File: config.mk
export PLATFORM = sky130hd
export DESIGN_NAME = muldiv_unit
export DESIGN_NICKNAME = d
export VERILOG_FILES = /design/src/rtl/muldiv_unit.sv
export SDC_FILE = /design/constraint.sdc
export NUM_CORES = 1
export LEC_CHECK = 0
export BUFFER_PORTS_ARGS = -buffer_cell sky130_fd_sc_hd__buf_2
export CAP_MARGIN = 20
export CORE_ASPECT_RATIO = 1.5
export CORE_MARGIN = 4
export CORE_UTILIZATION = 50
export CTS_BUF_LIST = sky130_fd_sc_hd__clkbuf_4 sky130_fd_sc_hd__clkbuf_8
export DETAILED_ROUTE_END_ITERATION = 10
export PLACE_DENSITY = 0.68
export SLEW_MARGIN = 20
export SYNTH_ARGS = -nofsm -noshare
export SYNTH_HDL_FRONTEND = slang
export SYNTH_SLANG_ARGS = --single-unit
File: constraint.sdc
create_clock -name clock -period 6.15 [get_ports clock]
set_input_delay 0.615 -clock clock [delete_from_list [all_inputs] [get_ports clock]]
set_output_delay 0.615 -clock clock [all_outputs]
set_load 0.02 [all_outputs]
File: src/rtl/muldiv_unit.sv
// muldiv_unit: iterative unsigned multiply/divide with architectural HI/LO.
//   MULTU: radix-2 shift-add, one multiplier bit per cycle (LSB first).
//   DIVU : restoring division, one quotient bit per cycle (MSB first).
//   An operation occupies WIDTH busy cycles; HI/LO are written on the last
//   busy edge and done pulses in the following cycle.
// Optional feature macro: MULDIV_MTHI_MTLO_EN adds mthi_we/mtlo_we/wdata
//   for direct HI/LO writes while the unit is idle or in its done cycle.
module muldiv_unit #(
  parameter int WIDTH = 32
) (
  input  logic             clock,
  input  logic             reset_n,
  input  logic             start_multu,
  input  logic             start_divu,
  input  logic [WIDTH-1:0] a,
  input  logic [WIDTH-1:0] b,
  output logic             busy,
  output logic             done,
  output logic [WIDTH-1:0] hi,
  output logic [WIDTH-1:0] lo
`ifdef MULDIV_MTHI_MTLO_EN
  ,
  input  logic             mthi_we,
  input  logic             mtlo_we,
  input  logic [WIDTH-1:0] wdata
`endif
);

  localparam int CNT_W = (WIDTH > 1) ? $clog2(WIDTH) : 1;

  typedef enum logic [1:0] {
    S_IDLE = 2'd0,
    S_BUSY = 2'd1,
    S_DONE = 2'd2
  } state_t;

  state_t             state, state_next;
  logic [CNT_W-1:0]   count;
  logic               op_div;

  // multiply datapath: multiplicand shifts left, multiplier shifts right
  logic [2*WIDTH-1:0] mcand;
  logic [WIDTH-1:0]   mplier;
  logic [2*WIDTH-1:0] acc;
  logic [2*WIDTH-1:0] acc_step;

  // divide datapath: dividend bits shift out of quo as quotient bits shift in
  logic [WIDTH-1:0]   divisor;
  logic [WIDTH-1:0]   quo;
  logic [WIDTH:0]     rem;
  logic [WIDTH:0]     rem_shift;
  logic [WIDTH:0]     rem_diff;
  logic [WIDTH:0]     rem_step;
  logic [WIDTH-1:0]   quo_step;
  logic               q_bit;

  logic               start_any;
  logic               accept;
  logic               last;

  assign start_any = start_multu | start_divu;
  assign accept    = (state != S_BUSY) && start_any;
  assign last      = (state == S_BUSY) && (count == CNT_W'(WIDTH - 1));

  // status outputs decode the state register only, so they never see start
  assign busy = (state == S_BUSY);
  assign done = (state == S_DONE);

  // next-state: BUSY for WIDTH iterations, one DONE cycle, restart allowed in DONE
  always_comb begin
    state_next = state;
    case (state)
      S_IDLE:  if (start_any) state_next = S_BUSY;
      S_BUSY:  if (last)      state_next = S_DONE;
      S_DONE:  state_next = start_any ? S_BUSY : S_IDLE;
      default: state_next = S_IDLE;
    endcase
  end

  // one iteration of each algorithm; only the one selected by op_div is used
  always_comb begin
    acc_step  = mplier[0] ? (acc + mcand) : acc;
    rem_shift = {rem[WIDTH-1:0], quo[WIDTH-1]};
    rem_diff  = rem_shift - {1'b0, divisor};
    // a clear top bit means the trial subtraction did not go negative
    q_bit     = ~rem_diff[WIDTH];
    rem_step  = q_bit ? rem_diff : rem_shift;
    quo_step  = {quo[WIDTH-2:0], q_bit};
  end

  // state register and iteration counter
  always_ff @(posedge clock or negedge reset_n) begin
    if (!reset_n) begin
      state <= S_IDLE;
      count <= '0;
    end else begin
      state <= state_next;
      if (accept)
        count <= '0;
      else if (state == S_BUSY)
        count <= count + CNT_W'(1);
    end
  end

  // operand capture on accept, then one step per busy cycle
  always_ff @(posedge clock or negedge reset_n) begin
    if (!reset_n) begin
      op_div  <= 1'b0;
      mcand   <= '0;
      mplier  <= '0;
      acc     <= '0;
      divisor <= '0;
      quo     <= '0;
      rem     <= '0;
    end else if (accept) begin
      // MULTU takes priority when both strobes are high
      op_div  <= ~start_multu;
      mcand   <= {{WIDTH{1'b0}}, a};
      mplier  <= b;
      acc     <= '0;
      divisor <= b;
      quo     <= a;
      rem     <= '0;
    end else if (state == S_BUSY) begin
      if (op_div) begin
        rem <= rem_step;
        quo <= quo_step;
      end else begin
        acc    <= acc_step;
        mcand  <= mcand << 1;
        mplier <= mplier >> 1;
      end
    end
  end

  // HI/LO: written from the final iteration's result, else hold
  always_ff @(posedge clock or negedge reset_n) begin
    if (!reset_n) begin
      hi <= '0;
      lo <= '0;
    end else if (last) begin
      if (op_div) begin
        hi <= rem_step[WIDTH-1:0];
        lo <= quo_step;
      end else begin
        hi <= acc_step[2*WIDTH-1:WIDTH];
        lo <= acc_step[WIDTH-1:0];
      end
    end
`ifdef MULDIV_MTHI_MTLO_EN
    // direct writes only when not busy; a simultaneous start drops them
    else if ((state != S_BUSY) && !start_any) begin
      if (mthi_we) hi <= wdata;
      if (mtlo_we) lo <= wdata;
    end
`endif
  end

endmodule

-- Word-level counts from Yosys, hierarchy flattened
Index checks and enable logic that the tools add are counted.
- input port bits: 68
- output and inout port bits: 66
- register bits after elaboration: 328
- reduce and logical (&&, ||, !) cells: 8
- bitwise gates (word level): 3
- muxes and demuxes: 25
- equality and inequality tests: 7
- add/sub/neg operators: 3
- operators by type and width (cell ; number):
    $mux W64 ; 7
    $mux W32 ; 12
    $add A64 B64 Y64 ; 1
    $sub A33 B32 Y33 ; 1
    $mux W5 ; 2
    $ne A2 B1 Y1 const B ; 3
    $pmux W2 S3 ; 1
    $reduce_and A2 Y1 ; 3
    $add A5 B1 Y5 const B ; 1
    $eq A5 B5 Y1 const B ; 1
    $mux W2 ; 2
    $reduce_bool A2 Y1 ; 2
    $eq A2 B1 Y1 const B ; 1
    $eq A2 B2 Y1 const B ; 1
    $logic_and A1 B1 Y1 ; 2
    $logic_not A2 Y1 ; 1
    $ne A2 B2 Y1 const B ; 1
    $not A1 Y1 ; 2
    $mux W1 ; 1
    $or A1 B1 Y1 ; 1

-- Longest topological paths before layout
Gate-level depths: netlist (run 1).
- depth after elaboration: 5
- mapped depth: 17
- depth with buffers taken out: 15

-- Least setup slack after synthesis (run 1)
OpenSTA, ideal clock, no wires.
- path type: reg-to-reg
- start point: reg quo[31]
- end point: reg hi[2]
- stages on the path, launching flop included: 17
- path slack: 2.820 ns
- path buffers: 1
- data required time: 6.032 ns
- setup time: 0.118 ns
- arrival: 3.212 ns
- cell sequence: dfrtp_1 > inv_1 > ha_1 > inv_1 > fa_1 > a211oi_2 > o21ai_0 > a211oi_1 > o21ai_2 > a41oi_2 > o2bb2ai_2 > nand3_1 > o311ai_4 > buf_4 > mux2i_1 > o22ai_1 > a21o_1
- cells in the longest elaborated chain, start to end: 3
- RTL lines (element ; RTL line ; text):
    start: declaration ; 49 ; logic [WIDTH-1:0] quo;
    start signal: assignment ; 127 ; quo <= quo_step;
    $sub A33 B32 Y33 ; 84 ; rem_diff = rem_shift - {1'b0, divisor};
    $mux W32 ; 87 ; rem_step = q_bit ? rem_diff : rem_shift;
    $mux W32 ; 142 ; if (op_div) begin
    end signal: assignment ; 143 ; hi <= rem_step[WIDTH-1:0];
    end signal: assignment ; 146 ; hi <= acc_step[2*WIDTH-1:WIDTH];
    end: declaration ; 19 ; output logic [WIDTH-1:0] hi,
Every way passes these cells.
A chain may end at the register's enable or synchronous reset.

-- Final worst setup path (run 1)
- start point: reg quo[31]
- end point: reg hi[29]
The elaborated chain is that of the path after synthesis.

==> impl_metrics.py, run 1 <==
metrics = {
    "floorplanning": {
        "fp.coreArea_um2": 37800,
        "row_count": 87,
        "die_w_um": 168,
        "start_util": 0.507,
        "chipHeight_um": 248,
        "die-area_um2": 41600,
        "boundaryPins": 134,
    },
    "power_and_ir_drop": {
        "power.total_w": 0.0132,
        "p_leak_nw": 10.3,
        "vdd_drop_max_v": 0.000574,
        "power_density_nw_per_um2": 619,
    },
    "grt": {
        "grt_use_met1": 0.320,
        "grt_pass1_vias": 16800,
        "grt_max_degree": 123,
        "busiest_layer": "met2",
        "grtUsageMet3": 0.0451,
        "grt_pass1_wl_um": 91400,
        "antenna_found_initial": 1,
        "grt_usage": 0.272,
        "gr-total-overflow": 0,
        "met2_usage": 0.486,
    },
    "sta": {
        "hold_violations": 2,
        "maxSlewHeadroom": 0.218,
        "min_period_ps": 4250,
        "fmax_mhz": 235,
        "setup_viol": 0,
        "finalMaxSlewViolations": 0,
        "tightestPinTransition_ps": 1160,
        "setup_tns_ps": 0,
        "rsz0062_at_grt": "false",
        "hold_ws_ps": -4.15,
        "finClkSkew_ps": 19.7,
        "layout_worst_path_cycle_share": 0.692,
        "worst_slack_ps": 1900,
    },
    "route": {
        "final_antenna_net_count": 0,
        "post_drt_via_cell_ratio": 6.13,
        "wl_per_cell_um": 21.0,
        "drt_iter0_drc": 1139,
        "totalWireLength_um": 57300,
        "drc_errors": 0,
        "vias": 16700,
        "drtPass1Iterations": 5,
    },
    "cts": {
        "numCtsBuffers": 52,
        "cts_buffer_depth": 3,
        "cts_resized": 0,
        "clock_latency_ps": 640,
        "post_cts_buffers": 0,
        "cts_root_buf": "clkbuf_8",
        "htree_levels": 2,
        "cts_tree": "done",
        "clkTransAtPathRegs_ps": 70,
        "cts_sinks": 328,
        "cts.hold.buffers_added": 0,
    },
    "place": {
        "place_ws_ps": 2000,
        "place_congestion": 0.934,
        "dpl_cell_area_um2": 20100,
        "portBuffers": 133,
        "place_inst": 2627,
        "hpwlAfterDp_um": 41000,
    },
    "setup_path": {
        "timing.rr.start": "quo[31]$_DFFE_PN0P_",
        "worstSetupPathType": "flip-flop to flip-flop",
        "crit_required_ps": 6660,
        "cp_slowest_cell": "buf_4",
        "critical_path.max_stage_delay_ps": 500,
        "crit_path_start_kind": "flip-flop",
        "reg2regPathDepth": 16,
        "arrival_ps": 4770,
        "crit_path_end_kind": "flip-flop",
        "crit_fanout": 43,
        "path_cells": "inv_1 > ha_1 > inv_1 > fa_1 > a211oi_2 > o21ai_0 > a211oi_1 > o21ai_2 > a41oi_2 > o2bb2ai_2 > nand3_1 > o311ai_4 > buf_4 > inv_1 > mux2i_1 > a221oi_1",
        "crit_path_frequent_cell": "inv_1",
        "reg2reg_to": "hi[29]$_DFFE_PN0P_",
        "regToRegSetupSlack_ps": 1900,
    },
    "yosys": {
        "seq_area_frac_synth": 0.428,
        "async_flop_share": 1.00,
        "synth_seq_cells": 328,
        "ys_warn_count": 0,
        "avgSynthCellArea_um2": 9.06,
        "synth_edf_count": 0,
        "synth_ff_type": "dfrtp_1",
        "syn-num-nets": 2282,
        "syn_area_um2": 19200,
        "synth_cell_type_count": 76,
        "synth_cells": 2115,
    },
    "cells_and_area": {
        "syn2layout_area_growth_pct": 11.5,
        "final_nets": 2359,
        "drive_gt1_frac": 0.126,
        "design_area_um2": 21400,
        "final_cells": 2724,
    },
    "worst_hold_path": {
        "hold_path.class": "input port to async pin",
    },
    "status": {
        "outcome": "complete, but fails checks",
        "violations": "negative hold slack",
    },
    "job": {
        "drv_cap": 0,
    },
}
per-stage QoR:
stage          utilization  hold slack, ps
2_1_floorplan            -             319
3_3_place_gp         0.533             461
3_5_place_dp         0.533             464
4_1_cts              0.566            55.1
5_1_grt              0.566            77.6
6_report             0.566           -4.15
placed cells by master, fill, tap and decap left out, types with 41 or more instances in the layout:
master / netlist / layout
o21ai_0: 212 / 212
nand3_1: 55 / 55
a221o_1: 62 / 62
ha_1: 97 / 97
a22o_1: 46 / 46
buf_2: 1 / 132
nor2_1: 117 / 114
nand2_1: 314 / 313
xnor2_1: 52 / 52
clkbuf_8: 0 / 71
dfrtp_1: 328 / 326
a21o_1: 56 / 56
and2_1: 41 / 41
inv_1: 56 / 56
mux2i_1: 64 / 64
a21oi_1: 162 / 162
power breakdown:
group	leakage, nW	switching [W]	internal [W]	total (W)
combinational	5.37	0.00466	0.00265	0.00732
sequential	4.25	0.000741	0.00301	0.00375
clock	0.646	0.000940	0.00123	0.00217
total	10.3	0.00635	0.00689	0.0132
synth_stat cells (all sizes together) (16+ instances only):
library cell,number,share of area
a31oi,26,0.0088
o21ai,219,0.057
nand3,55,0.014
a221o,62,0.032
o21bai,17,0.0067
clkbuf,113,0.022
ha,97,0.063
xor2,32,0.015
dfrtp,328,0.43
a21o,56,0.022
xnor2,52,0.024
nand4,22,0.0072
mux2i,64,0.033
and2,42,0.014
nor3,21,0.0055
nor2,117,0.023
inv,56,0.011
o221ai,16,0.0073
a211oi,22,0.0091
nand2,314,0.062
a21oi,163,0.043
a22o,46,0.021
final cells by class:
class	count	area, um^2
inverter	57	214
sequential	328	8220
clock inverter	14	158
tap	489	612
antenna	1	2.50
timing repair buffer	150	828
fill	3418	16400
clock buffer	82	1060
multi-input combinational	1603	10300
worst max path at each step:
stage | end | slack [ps] | cells after the start | start
4_1_cts | hi[29]$_DFFE_PN0P_ | 1930 | 16 | quo[31]$_DFFE_PN0P_
5_1_grt | hi[29]$_DFFE_PN0P_ | 1600 | 16 | quo[31]$_DFFE_PN0P_
3_3_place_gp | hi[31]$_DFFE_PN0P_ | 2120 | 16 | quo[31]$_DFFE_PN0P_
2_1_floorplan | hi[2]$_DFFE_PN0P_ | 2820 | 16 | quo[31]$_DFFE_PN0P_
3_5_place_dp | rem[31]$_DFFE_PN0P_ | 2000 | 16 | quo[31]$_DFFE_PN0P_
6_report | hi[29]$_DFFE_PN0P_ | 1900 | 16 | quo[31]$_DFFE_PN0P_
kinds of logic (layout without fill, tap and decap cells):
family,after synthesis,count (layout),synth area share
AOI/OAI and AO/OA,712,712,0.245
and+or+nand+nor,638,638,0.149
buffers and inverters,184,303,0.0371
muxes,70,70,0.0370
xor gates and xnor gates,84,84,0.0384
adders and majority gates,99,99,0.0654
other,0,1,0
DFF,328,328,0.428
critical path, delay by kind of cell, from the launching register on:
kind,cells,cell delay (ps)
buf+inv,4,870
mux,1,230
fa+ha+maj,2,570
simple gates,1,180
flops,1,380
compound gates,8,1890
registers in the layout, indices dropped and copies added, names as in the netlist:
signal and flops:
quo 32, mplier 32, hi 32, count 5
lo 32, mcand 64, rem 32, divisor 32
acc 64, op_div 1, state 2
routing by layer:
| metal | part of all wire | routed length (um) | up-vias |
|---|---|---|---|
| met1 | 0.39 | 22500 | 8242 |
| li1 | - | - | 7838 |
| met2 | 0.51 | 29100 | 488 |
| met3 | 0.050 | 2890 | 141 |
| met4 | 0.048 | 2760 | 0 |
| met5 | 0 | 0 | - |
(Power assumes the default switching activity.)
==> run 2, diff against run 1 <==
ABC_AREA = 1   (was not set)
PLACE_DENSITY = 0.7   (was 0.68)
clock period = 3.48 ns   (was 6.15 ns; I/O delays follow)
==> impl_metrics.py, run 2 <==
metrics = {
    "place": {
        "place_ws_ps": 496,
        "hpwlAfterDp_um": 61000,
        "place_congestion": 1.01,
        "portBuffers": 133,
    },
    "cts": {
        "cts_sinks": 328,
        "post_cts_buffers": 0,
        "cts_buffer_depth": 3,
        "htree_levels": 2,
        "clkTransAtPathRegs_ps": 70,
        "clock_latency_ps": 690,
        "numCtsBuffers": 51,
        "cts_tree": "done",
        "cts_root_buf": "clkbuf_8",
    },
    "sta": {
        "tightestPinTransition_ps": 862,
        "min_period_ps": 3030,
        "finClkSkew_ps": 63.6,
        "fmax_mhz": 330,
        "rsz0062_at_grt": "false",
        "maxSlewHeadroom": 0.426,
        "hold_violations": 0,
        "worst_slack_ps": 450,
        "setup_tns_ps": 0,
        "finalMaxSlewViolations": 0,
        "layout_worst_path_cycle_share": 0.871,
        "setup_viol": 0,
    },
    "setup_path": {
        "critical_path.max_stage_delay_ps": 470,
        "crit_path_start_kind": "flip-flop",
        "crit_path_frequent_cell": "nand2_1",
        "cp_slowest_cell": "fa_1",
        "crit_path_end_kind": "flip-flop",
        "crit_required_ps": 4060,
        "crit_fanout": 4,
        "arrival_ps": 3610,
        "path_cells": "ha_1 > fa_1 > nand3_1 > nand3_1 > nand2_1 > nand2_1 > nand2_1 > nand2_1 > nand2_1 > nand2_1 > xor2_1 > o21ai_0 > nand2_1 > nand2_1 > nand2_1",
        "regToRegSetupSlack_ps": 450,
        "worstSetupPathType": "flip-flop to flip-flop",
    },
    "grt": {
        "grt_max_degree": 96,
        "grt_use_met1": 0.393,
        "grt_usage": 0.322,
        "antenna_found_initial": 2,
        "grt_pass1_wl_um": 125000,
        "gr-total-overflow": 0,
        "grt_pass1_vias": 22800,
        "met2_usage": 0.546,
        "grtUsageMet3": 0.0384,
        "busiest_layer": "met2",
    },
    "yosys": {
        "seq_area_frac_synth": 0.359,
        "synth_cell_type_count": 43,
        "syn_area_um2": 22900,
        "synth_top_area_frac": 0.359,
        "synth_area_leaders": "dfrtp_1 36%, nand2_1 22%, inv_1 11%",
        "async_flop_share": 1.00,
        "synth_seq_cells": 328,
        "ys_warn_count": 0,
        "avgSynthCellArea_um2": 6.56,
        "synth_edf_count": 0,
        "synth_cells": 3488,
        "yosys.cell_count.top_type": "nand2_1",
        "yosys-top-cells-count": "1372 x nand2_1, 669 x inv_1, 328 x dfrtp_1, 212 x nand3_1, 151 x nor2_1",
        "synth_ff_type": "dfrtp_1",
        "yosysTopAreaCell": "dfrtp_1",
        "syn-num-nets": 3655,
    },
    "cells_and_area": {
        "mostFrequentLayoutCells": "1370 x nand2_1, 667 x inv_1, 326 x dfrtp_1, 212 x nand3_1, 149 x nor2_1",
        "final_nets": 3826,
        "n_fill_cell": 4392,
        "drive_gt1_frac": 0.0804,
        "final_common_cell": "nand2_1",
        "regArea_um2": 8210,
        "multiInputGateArea_um2": 11700,
        "reg_top3": "acc: 64 flops, mcand: 64 flops",
        "syn2layout_area_growth_pct": 13.3,
    },
    "route": {
        "post_drt_via_cell_ratio": 5.37,
        "final_antenna_net_count": 0,
        "drt_iter0_drc": 2006,
        "drc_errors": 0,
        "totalWireLength_um": 80200,
        "drtPass1Iterations": 7,
        "wl_per_cell_um": 18.7,
        "vias": 23000,
    },
    "floorplanning": {
        "fp.coreArea_um2": 45000,
        "row_count": 95,
        "boundaryPins": 134,
        "start_util": 0.508,
        "die-area_um2": 49300,
        "chipHeight_um": 270,
        "die_w_um": 183,
    },
    "power_and_ir_drop": {
        "p_sw_frac": 0.521,
        "internal-power_w": 0.0121,
        "power_density_nw_per_um2": 973,
        "p_sw_w": 0.0131,
        "clkPwrFrac": 0.149,
        "p_leak_nw": 15.0,
        "p_seq_frac": 0.259,
        "vdd_drop_max_v": 0.000698,
        "comb_power_share": 0.592,
    },
    "status": {
        "outcome": "complete, no violations",
    },
    "worst_hold_path": {
        "hold_path.class": "input port to flip-flop",
    },
    "job": {
        "drv_cap": 0,
    },
}
run 2: cell types whose count changed after synthesis, sizes merged, moves of 32 or more:
cell,change
o22ai,+40
o221ai,+77
and2,-32
nor2,+39
a21o,-38
nand2,+1083
mux2i,-64
nand3,+158
a21oi,-52
clkbuf,-39
o21ai,-123
inv,+621
a221o,-62
xnor2,-38
run 2: cell type report:
cell class | instances | share of cell area
well taps | 582 | 0.0281
clock inverters | 14 | 0.00738
inverters | 677 | 0.0980
repair buffers | 221 | 0.0603
clock buffers | 76 | 0.0379
flip-flops and latches | 328 | 0.316
diodes | 2 | 0.000193
multi-input cells | 2380 | 0.452
run 2: logic make-up (layout without fill, tap and decap cells):
| group | count (synthesis) | count (layout) | share of synthesized area |
|---|---|---|---|
| and+or+nand+nor | 1832 | 1832 | 0.325 |
| buffers and inverters | 780 | 988 | 0.131 |
| AOI/OAI and AO/OA | 405 | 405 | 0.114 |
| DFF | 328 | 328 | 0.359 |
| adders and majority gates | 99 | 99 | 0.0548 |
| xor gates and xnor gates | 44 | 44 | 0.0168 |
| other | 0 | 2 | 0 |
run 2: path summary, 6_finish.rpt:
kind | start | endpoint | cells after the start
min in group asynchronous | reset_n | count[0]$_DFFE_PN0P_ | 2
worst min-delay path | start_divu | state[0]$_DFFE_PN0P_ | 3
worst min register to register | lo[13]$_DFFE_PN0P_ | lo[13]$_DFFE_PN0P_ | 2
max in group asynchronous | reset_n | rem[15]$_DFFE_PN0P_ | 3
worst max-delay path | mcand[0]$_DFFE_PN0P_ | lo[30]$_DFFE_PN0P_ | 15
worst max register to register | mcand[0]$_DFFE_PN0P_ | lo[30]$_DFFE_PN0P_ | 15
run 2: through the flow:
| stage | std cells | area, um^2 | hold WS, ps | power [W] | util |
|---|---|---|---|---|---|
| after floorplan | 3488 | 22900 | 52.4 | 0.0166 | - |
| after global placement | 4122 | 24100 | 376 | 0.0211 | 0.535 |
| after detailed placement | 4122 | 24100 | 371 | 0.0212 | 0.535 |
| after CTS | 4278 | 25900 | 15.0 | 0.0251 | 0.576 |
| after global routing | 4279 | 25900 | 76.6 | 0.0272 | 0.576 |
| final | 4280 | 25900 | 56.2 | 0.0252 | 0.576 |
run 2: routing by layer:
layer,vias to the layer above,routed length (um)
li1,11200,-
met1,10600,31300
met2,905,38500
met3,216,4760
met4,2,5670
met5,-,13
run 2: critical path: cells and delay by family (launching register included):
kind                       cells  cell delay (ps)
DFF                            1              380
adders and majority gates      2              730
xor gates and xnor gates       1              180
and+or+nand+nor               11             1380
AOI/OAI and AO/OA              1              250
run 2: what timing repair did:
action / CTS / global route
endpoints found under the hold margin: 200 / 0
hold buffers: 66 / 0
resized for setup: 0 / 0
run 2: power by group through the flow:
stage	clock network [W]	registers (W)	logic (W)
after floorplan	0	0.00653	0.0101
after global placement	0	0.00652	0.0146
after detailed placement	0	0.00653	0.0147
after CTS	0.00381	0.00649	0.0148
after global routing	0.00397	0.00667	0.0165
final	0.00376	0.00653	0.0150
==> run 3, diff against run 2 <==
PLACE_DENSITY = 0.74   (was 0.7)
RECOVER_POWER = 100   (was not set)
==> impl_metrics.py, run 3 (synthesized netlist as in run 2, its figures left out) <==
metrics = {
    "status": {
        "outcome": "complete, but fails checks",
        "violations": "max-capacitance violations, max-slew violations",
    },
    "cts": {
        "cts.hold.buffers_added": 56,
        "cts_tree": "done",
        "cts_resized": 0,
        "cts_buffer_depth": 3,
        "cts_root_buf": "clkbuf_8",
        "clock_latency_ps": 650,
        "clkTransAtPathRegs_ps": 70,
        "cts_sinks": 328,
        "numCtsBuffers": 50,
        "htree_levels": 2,
        "post_cts_buffers": 0,
    },
    "cells_and_area": {
        "layout.core_utilization": 0.567,
        "design_area_um2": 25500,
        "drive_gt1_frac": 0.0559,
        "syn2layout_area_growth_pct": 11.5,
        "multiInputGateArea_um2": 11700,
        "reg_top3": "acc: 64 flops, mcand: 64 flops",
        "regArea_um2": 8210,
        "final_common_cell": "nand2_1",
        "final_cells": 4268,
        "mostFrequentLayoutCells": "1387 x nand2_1, 671 x inv_1, 326 x dfrtp_1, 212 x nand3_1, 150 x nor2_1",
        "final_nets": 3815,
        "n_fill_cell": 4492,
    },
    "sta": {
        "finalMaxSlewViolations": 157,
        "maxSlewHeadroom": -0.285,
        "setup_tns_ps": 0,
        "hold_violations": 0,
        "worst_slack_ps": 318,
        "rsz0062_at_grt": "false",
        "min_period_ps": 3160,
        "layout_worst_path_cycle_share": 0.909,
        "finClkSkew_ps": 61.6,
        "tightestPinTransition_ps": 1930,
        "setup_viol": 0,
        "fmax_mhz": 316,
    },
    "setup_path": {
        "regToRegSetupSlack_ps": 320,
        "critical_path.max_stage_delay_ps": 510,
        "crit_path_start_kind": "flip-flop",
        "path_cells": "inv_1 > ha_1 > inv_1 > fa_1 > nand2_1 > nand2_1 > nand3_1 > nand2_1 > nand2_2 > nand2_1 > nand2_4 > nand2_4 > nand2_2 > nand2_2 > nand2_1 > nand3_1 > nand3_1 > nand2_1",
        "cp_slowest_cell": "fa_1",
        "path_buf_inv": 2,
        "timing.rr.start": "quo[31]$_DFFE_PN0P_",
        "worstSetupPathType": "flip-flop to flip-flop",
        "crit_fanout": 20,
        "crit_required_ps": 3970,
        "reg2regPathDepth": 18,
        "cp_top_family": "simple AND/OR/NAND/NOR gates",
        "crit_path_frequent_cell": "nand2_1",
        "crit_path_end_kind": "flip-flop",
        "arrival_ps": 3650,
        "reg2reg_to": "hi[12]$_DFFE_PN0P_",
    },
    "place": {
        "hpwlAfterDp_um": 60900,
        "dpl_cell_area_um2": 24100,
        "place_congestion": 1.03,
        "portBuffers": 133,
        "place_inst": 4122,
        "place_ws_ps": 434,
    },
    "route": {
        "drc_errors": 0,
        "drt_iter0_drc": 1864,
        "wl_per_cell_um": 18.6,
        "post_drt_via_cell_ratio": 5.40,
        "totalWireLength_um": 79400,
        "drtPass1Iterations": 6,
        "vias": 23000,
        "final_antenna_net_count": 0,
    },
    "grt": {
        "antenna_found_initial": 1,
        "grt_pass1_wl_um": 124000,
        "grt_usage": 0.317,
        "gr-total-overflow": 0,
        "grt_max_degree": 96,
        "grt_pass1_vias": 22600,
    },
    "job": {
        "drv_cap": 2,
    },
    "worst_hold_path": {
        "hold_depth": 3,
        "min_to": "quo[18]$_DFFE_PN0P_",
        "hold_path_startpoint": "a[18]",
        "hold_path.class": "input port to flip-flop",
    },
    "floorplanning": {
        "row_count": 95,
        "boundaryPins": 134,
        "fp.coreArea_um2": 45000,
        "start_util": 0.508,
        "chipHeight_um": 270,
        "die_w_um": 183,
        "die-area_um2": 49300,
    },
    "power_and_ir_drop": {
        "p_leak_nw": 14.7,
        "vdd_drop_max_v": 0.000932,
        "power_density_nw_per_um2": 968,
    },
}
-- run 3: how the worst max path moves through the flow --
stage,startpoint,endpoint,depth (start not counted)
final,quo[31]$_DFFE_PN0P_,hi[12]$_DFFE_PN0P_,18
after global routing,state[1]$_DFFE_PN0P_,lo[24]$_DFFE_PN0P_,8
after CTS,quo[31]$_DFFE_PN0P_,hi[12]$_DFFE_PN0P_,18
after detailed placement,quo[31]$_DFFE_PN0P_,hi[12]$_DFFE_PN0P_,18
after global placement,quo[31]$_DFFE_PN0P_,hi[12]$_DFFE_PN0P_,18
after floorplan,quo[31]$_DFFE_PN0P_,rem[10]$_DFFE_PN0P_,18
-- run 3: area by class of cell --
type | instances | area share
clock inverter | 15 | 0.00554
timing repair buffer | 211 | 0.0514
clock buffer | 74 | 0.0365
sequential | 328 | 0.322
tap | 582 | 0.0285
multi-input combinational | 2380 | 0.457
inverter | 677 | 0.0996
antenna | 1 | 0.0000980
-- run 3: power breakdown --
part | internal [W] | switching [W]
sequential | 0.00539 | 0.00109
clock | 0.00182 | 0.00164
combinational | 0.00448 | 0.0103
-- run 3: worst register-to-register path, stage by stage, from the launching register on --
cell	delay, ps
dfrtp_1	380
inv_1	80
ha_1	140
inv_1	90
fa_1	510
nand2_1	100
nand2_1	80
nand3_1	90
nand2_1	130
nand2_2	80
nand2_1	100
nand2_4	110
nand2_4	80
nand2_2	110
nand2_2	280
nand2_1	200
nand3_1	200
nand3_1	170
nand2_1	80
-- run 3: through the flow --
stage	total power (W)	hold slack [ps]
final	0.0247	48.1
after floorplan	0.0166	52.4
after global routing	0.0266	31.0
after CTS	0.0248	1.47
after detailed placement	0.0212	345
after global placement	0.0211	347
-- run 3: layer usage --
layer | vias to the layer above | part of all wire | track usage
met2 | 854 | 0.48 | 0.533
met5 | - | 0 | 0
met1 | 10700 | 0.38 | 0.381
li1 | 11200 | - | -
met4 | 0 | 0.081 | 0.201
met3 | 265 | 0.059 | 0.0399
